**config.mk**
```make
export PLATFORM = sky130hd
export DESIGN_NAME = clause_sweep_ctrl
export DESIGN_NICKNAME = d
export VERILOG_FILES = /design/src/rtl/clause_sweep_ctrl.sv
export SDC_FILE = /design/constraint.sdc
export NUM_CORES = 1
export LEC_CHECK = 0
export BUFFER_PORTS_ARGS = -buffer_cell sky130_fd_sc_hd__buf_2
export CAP_MARGIN = 0
export CORE_MARGIN = 3
export CORE_UTILIZATION = 65
export CTS_CLUSTER_SIZE = 40
export DETAILED_ROUTE_END_ITERATION = 6
export PLACE_DENSITY_LB_ADDON = 0.2
export REMOVE_ABC_BUFFERS = 1
export SLEW_MARGIN = 20
export SYNTH_ARGS = -nofsm -noshare
export SYNTH_HDL_FRONTEND = slang
export SYNTH_SLANG_ARGS = --single-unit
```
**constraint.sdc**
```tcl
create_clock -name clk -period 12.4 [get_ports clk]
set_input_delay 0.62 -clock clk [delete_from_list [all_inputs] [get_ports clk]]
set_output_delay 0.62 -clock clk [all_outputs]
set_load 0.1 [all_outputs]
```
**src/rtl/clause_sweep_ctrl.sv**
```systemverilog
// Clause store plus sequencer that sweeps every clause through re_update,
// writes results back, counts satisfied clauses and flags the first unit/conflict.
module clause_sweep_ctrl #(
    parameter int WIDTH        = 4,
    parameter int MAX_LITERALS = 8,
    parameter int NUM_CLAUSES  = 8,
    localparam int IW          = $clog2(NUM_CLAUSES),
    localparam int CW          = $clog2(NUM_CLAUSES + 1)
) (
    input  logic               clk,
    input  logic               rst,
    input  logic               load_en,
    input  logic [IW-1:0]      load_addr,
    input  logic [3*WIDTH-1:0] load_cnf,
    input  logic [2:0]         load_mask,
    input  logic               load_active,
    input  logic               load_valid,
    input  logic               start,
    output logic               busy,
    output logic               done,
    output logic               conflict,
    output logic               unit_found,
    output logic [WIDTH-1:0]   unit_literal,
    output logic [IW-1:0]      unit_index,
    output logic [CW-1:0]      sat_count,
    output logic [2:0]         upd_clause,
    output logic [3*WIDTH-1:0] upd_cnf,
    output logic               upd_active,
    output logic               upd_valid,
    input  logic [2:0]         upd_clause_r,
    input  logic [3*WIDTH-1:0] upd_cnf_r,
    input  logic               upd_active_r,
    input  logic               upd_valid_r
);

    if (MAX_LITERALS > (1 << (WIDTH - 1))) begin : g_bad_width
        $error("MAX_LITERALS does not fit in the literal index field");
    end

    typedef enum logic [1:0] {
        S_IDLE  = 2'd0,
        S_SWEEP = 2'd1,
        S_DONE  = 2'd2
    } state_t;

    state_t r_state;
    state_t w_state_nx;

    logic [3*WIDTH-1:0] r_cnf    [NUM_CLAUSES];
    logic [2:0]         r_mask   [NUM_CLAUSES];
    logic               r_active [NUM_CLAUSES];
    logic               r_valid  [NUM_CLAUSES];

    logic [IW-1:0]    r_idx;
    logic             r_conflict;
    logic             r_unit_found;
    logic [WIDTH-1:0] r_unit_literal;
    logic [IW-1:0]    r_unit_index;
    logic [CW-1:0]    r_sat_count;

    logic [IW-1:0]    w_rd_idx;
    logic             w_last;
    logic             w_conf;
    logic             w_is_unit;
    logic [WIDTH-1:0] w_unit_lit;

    assign w_rd_idx   = (r_state == S_SWEEP) ? r_idx : '0;
    assign upd_cnf    = r_cnf[w_rd_idx];
    assign upd_clause = r_mask[w_rd_idx];
    assign upd_active = r_active[w_rd_idx];
    assign upd_valid  = r_valid[w_rd_idx];

    assign w_last = (r_idx == IW'(NUM_CLAUSES - 1));
    assign w_conf = upd_valid_r && upd_active_r && (upd_clause_r == 3'b000);

    // A one-hot mask names the single unassigned literal of a unit clause.
    always_comb begin
        w_is_unit  = 1'b0;
        w_unit_lit = '0;
        case (upd_clause_r)
            3'b001: begin
                w_is_unit  = 1'b1;
                w_unit_lit = upd_cnf_r[WIDTH-1:0];
            end
            3'b010: begin
                w_is_unit  = 1'b1;
                w_unit_lit = upd_cnf_r[2*WIDTH-1:WIDTH];
            end
            3'b100: begin
                w_is_unit  = 1'b1;
                w_unit_lit = upd_cnf_r[3*WIDTH-1:2*WIDTH];
            end
            default: begin
                w_is_unit  = 1'b0;
                w_unit_lit = '0;
            end
        endcase
    end

    always_comb begin
        w_state_nx = r_state;
        busy       = 1'b0;
        done       = 1'b0;
        unique case (r_state)
            S_IDLE: begin
                if (start) w_state_nx = S_SWEEP;
            end
            S_SWEEP: begin
                busy = 1'b1;
                if (w_last || w_conf) w_state_nx = S_DONE;
            end
            S_DONE: begin
                busy       = 1'b1;
                done       = 1'b1;
                w_state_nx = S_IDLE;
            end
            default: w_state_nx = S_IDLE;
        endcase
    end

    always_ff @(posedge clk or posedge rst) begin
        if (rst) r_state <= S_IDLE;
        else     r_state <= w_state_nx;
    end

    always_ff @(posedge clk or posedge rst) begin
        if (rst) begin
            for (int i = 0; i < NUM_CLAUSES; i++) begin
                r_cnf[i]    <= '0;
                r_mask[i]   <= '0;
                r_active[i] <= 1'b0;
                r_valid[i]  <= 1'b0;
            end
        end else if (r_state == S_IDLE && load_en) begin
            r_cnf[load_addr]    <= load_cnf;
            r_mask[load_addr]   <= load_mask;
            r_active[load_addr] <= load_active;
            r_valid[load_addr]  <= load_valid;
        end else if (r_state == S_SWEEP) begin
            r_cnf[r_idx]    <= upd_cnf_r;
            r_mask[r_idx]   <= upd_clause_r;
            r_active[r_idx] <= upd_active_r;
            r_valid[r_idx]  <= upd_valid_r;
        end
    end

    always_ff @(posedge clk or posedge rst) begin
        if (rst) begin
            r_idx          <= '0;
            r_conflict     <= 1'b0;
            r_unit_found   <= 1'b0;
            r_unit_literal <= '0;
            r_unit_index   <= '0;
            r_sat_count    <= '0;
        end else if (r_state == S_IDLE && start) begin
            r_idx          <= '0;
            r_conflict     <= 1'b0;
            r_unit_found   <= 1'b0;
            r_unit_literal <= '0;
            r_unit_index   <= '0;
            r_sat_count    <= '0;
        end else if (r_state == S_SWEEP) begin
            if (!w_last && !w_conf) r_idx <= r_idx + 1'b1;
            if (upd_valid_r) begin
                if (!upd_active_r) begin
                    if (r_sat_count != CW'(NUM_CLAUSES))
                        r_sat_count <= r_sat_count + 1'b1;
                end else if (w_conf) begin
                    r_conflict <= 1'b1;
                end else if (w_is_unit && !r_unit_found) begin
                    r_unit_found   <= 1'b1;
                    r_unit_index   <= r_idx;
                    r_unit_literal <= w_unit_lit;
                end
            end
        end
    end

    assign conflict     = r_conflict;
    assign unit_found   = r_unit_found;
    assign unit_literal = r_unit_literal;
    assign unit_index   = r_unit_index;
    assign sat_count    = r_sat_count;

endmodule

```
==> impl_metrics.py <==
metrics = {
    "status": {
        "status": "completed",
    },
    "finish": {
        "syn2layout_area_growth_pct": 11.07,
        "drive_above_1_share_pct": 19.59,
        "diodes": 0,
        "layout_commonest_cell": "dfrtp_1",
        "finish.net_count": 925,
        "final_cells": 1060,
        "layout_common_cells": "153 x dfrtp_1, 115 x nor2_1, 85 x a221o_1, 72 x buf_2, 51 x a22oi_1",
    },
    "synth": {
        "synth_top_flop_cell": "dfrtp_1",
        "ys_types": 49,
        "postSynthCellCount": 858,
        "yosys.area.top_type_share_pct": 45.60,
        "seq_area_frac_synth_pct": 45.60,
        "ys_warn_count": 0,
        "synth_edf_count": 0,
        "ys_seq_elements": 154,
        "avgSynthCellArea_um2": 9.851,
        "synth_top_area_cell": "dfrtp_1",
        "netlist_area_um2": 8452,
        "ys_top_cells_by_area": "dfrtp_1 46%, a221o_1 10%, nor2_1 5.1%",
        "synthArstFlopShare_pct": 100.0,
    },
    "pwr": {
        "vdd_ir_drop_max_uv": 231.4,
        "clock_power_share_pct": 19.5,
        "switchingPower_mw": 1.375,
        "p_int_mw": 1.522,
        "seq_power_share_pct": 30.3,
        "leakage_nw": 4.055,
        "comb_power_share_pct": 50.2,
        "sw_frac_of_total_pct": 47.46,
        "power.density_nw_per_um2": 308.6,
    },
    "cts": {
        "numCtsBuffers": 17,
        "cts.path.max_buffers": 2,
        "post_cts_resized": 0,
        "cts_max_level": 4,
        "cts.clk_slew.worst_paths_ns": 0.06,
        "insertion_delay_ns": 0.46,
        "cts_tree": "yes",
        "cts.sinks": 154,
        "hold_buffers": 0,
        "cts_setup_buffers": 0,
        "root_buffer": "clkbuf_16",
    },
    "floorplanning": {
        "placementRows": 41,
        "die_area_um2": 14410,
        "initial_core_util_pct": 66.70,
        "die_x_um": 120.0,
        "core_um2": 12670,
        "die_h_um": 120.0,
        "ios": 73,
    },
    "sta": {
        "relSlewSlack_pct": 21.77,
        "finalCritPeriodShare_pct": 35.36,
        "slew_violations": 0,
        "timing.fmax_mhz": 228.1,
        "final_hold_viol_count": 0,
        "rsz0062_at_grt": "false",
        "finalClockSkew_ns": 0.008625,
        "fin_setup_tns_ns": 0,
        "fin_crit_ns": 4.385,
        "worst_pin_slew_ns": 1.172,
        "setup_violations": 0,
    },
    "routing": {
        "routedWlPerCell_um": 25.33,
        "via_per_inst": 7.238,
        "drt_pass1_iterations": 6,
        "drt_wl_total_um": 26850,
        "vias": 7672,
        "drc": 0,
        "drtIter0Drc": 1292,
        "drtAntennaViolNets": 0,
    },
    "global_route": {
        "grt_pass1_wl_um": 41520,
        "grt_max_degree": 114,
        "grtUsageTotal_pct": 37.64,
        "grt_pass1_vias": 7675,
        "grt_overflow_total": 0,
        "antenna_found_initial": 0,
    },
    "worst_hold_path": {
        "hold_class": "input port to asynchronous set/reset pin",
    },
    "worst_setup_path": {
        "required_ns": 11.78,
        "cp-start-kind": "flip-flop",
        "end_kind": "output pin",
        "crit_fanout": 59,
        "rr_worst_depth": 8,
        "worstSetupPathType": "flip-flop to output pin",
        "crit_arrival_ns": 3.76,
    },
    "placement": {
        "port_buffers": 72,
        "dpl.cell_count": 1028,
        "routabilityCongestion": 0.9351,
        "dpl.hpwl_um": 15540,
    },
    "run": {
        "maxCapViolCount": 0,
    },
}
## final timing paths
kind	from	to	slack (ns)
max in group asynchronous	rst	r_valid[3]	10.90
min in group clk	upd_cnf_r[8]	r_cnf[8]	0.50
worst max-delay path	r_state[1]	upd_clause[2]	8.02
worst max register to register	r_state[1]	r_cnf[5]	8.39
worst min-delay path	rst	r_state[0]	0.27
worst min register to register	r_cnf[80]	r_cnf[80]	0.51
## worst max-delay path: stages (launching register included)
cell	delay [ns]
dfrtp_1	0.40
inv_1	0.13
ha_2	0.19
buf_4	0.54
and2_1	0.73
buf_4	0.38
o211ai_1	0.14
o21ai_0	0.12
o221a_2	0.24
buf_2	0.43
## cell families (layout without fill, tap and decap cells)
logic type,after synthesis,after routing,synth area share (%)
and+or+nand+nor,238,238,14.83
buffers and inverters,117,147,6.203
AOI/OAI and AO/OA,310,310,28.28
adders and majority gates,9,9,1.332
muxes,25,25,3.242
DFF,154,154,45.60
xor gates and xnor gates,5,5,0.5182
## cell usage after synthesis, types with 2 or more instances
| master | count |
|---|---|
| nor3_4 | 2 |
| nand3_1 | 3 |
| dfrtp_1 | 154 |
| o22a_1 | 17 |
| clkbuf_1 | 44 |
| inv_1 | 25 |
| nand3_2 | 4 |
| a221o_1 | 85 |
| buf_6 | 4 |
| o21ai_1 | 46 |
| a22oi_1 | 51 |
| o21ai_0 | 41 |
| a211oi_1 | 4 |
| mux2_2 | 19 |
| nand2b_1 | 18 |
| nand3b_1 | 44 |
| nor3_1 | 4 |
| clkbuf_2 | 9 |
| buf_4 | 4 |
| nor2_1 | 115 |
| o211ai_1 | 19 |
| and2_1 | 2 |
| a21oi_1 | 24 |
| xnor2_1 | 2 |
| buf_2 | 23 |
| nor2b_1 | 11 |
| nor2_2 | 3 |
| ha_1 | 9 |
| buf_1 | 8 |
| nand2_1 | 22 |
| o221a_2 | 17 |
| xor2_1 | 3 |
| mux2i_1 | 6 |
## layer usage
layer | vias to the layer above | track usage (%) | share of wire [%]
met5 | - | 0 | 0
met4 | 0 | 18.83 | 4.6
met3 | 101 | 11.45 | 13
met2 | 610 | 56.66 | 45
met1 | 3708 | 49.67 | 38
li1 | 3253 | - | -
## power groups by stage
| stage | clock (mW) | sequential (mW) | combinational (mW) |
|---|---|---|---|
| global placement | 0 | 0.854 | 1.39 |
| global route | 0.583 | 0.893 | 1.53 |
| detailed placement | 0 | 0.863 | 1.43 |
| floorplan | 0 | 0.946 | 1.03 |
| CTS | 0.560 | 0.866 | 1.44 |
| finish | 0.564 | 0.878 | 1.46 |
## registers in the layout, indices dropped and copies added (netlist names)
name / count
r_state: 2
sat_count: 4
unit_found: 1
r_idx: 3
r_cnf: 96
unit_literal: 4
r_active: 8
r_valid: 8
unit_index: 3
conflict: 1
r_mask: 24
## stage by stage
stage                     hold slack, ns  setup slack [ns]  util, %  power (mW)  area, um2
after floorplan                   0.4699             7.630        -       1.973       8021
after global placement            0.4863             8.655    69.00       2.242       8743
after detailed placement          0.4869             8.470    69.00       2.293       8743
after CTS                         0.3095             8.081    74.03       2.862       9380
after global routing              0.3142             7.885    74.09       3.008       9388
final                             0.2673             8.015    74.09       2.897       9388
## layout make-up
type	count	area (um2)
inverter	25	98.84
timing repair buffer	90	503.0
tap	172	215.2
clock inverter	5	103.9
fill	886	3283
multi-input combinational	587	4076
clock buffer	27	533.0
sequential	154	3857
Power figures use the tool's default switching activity.
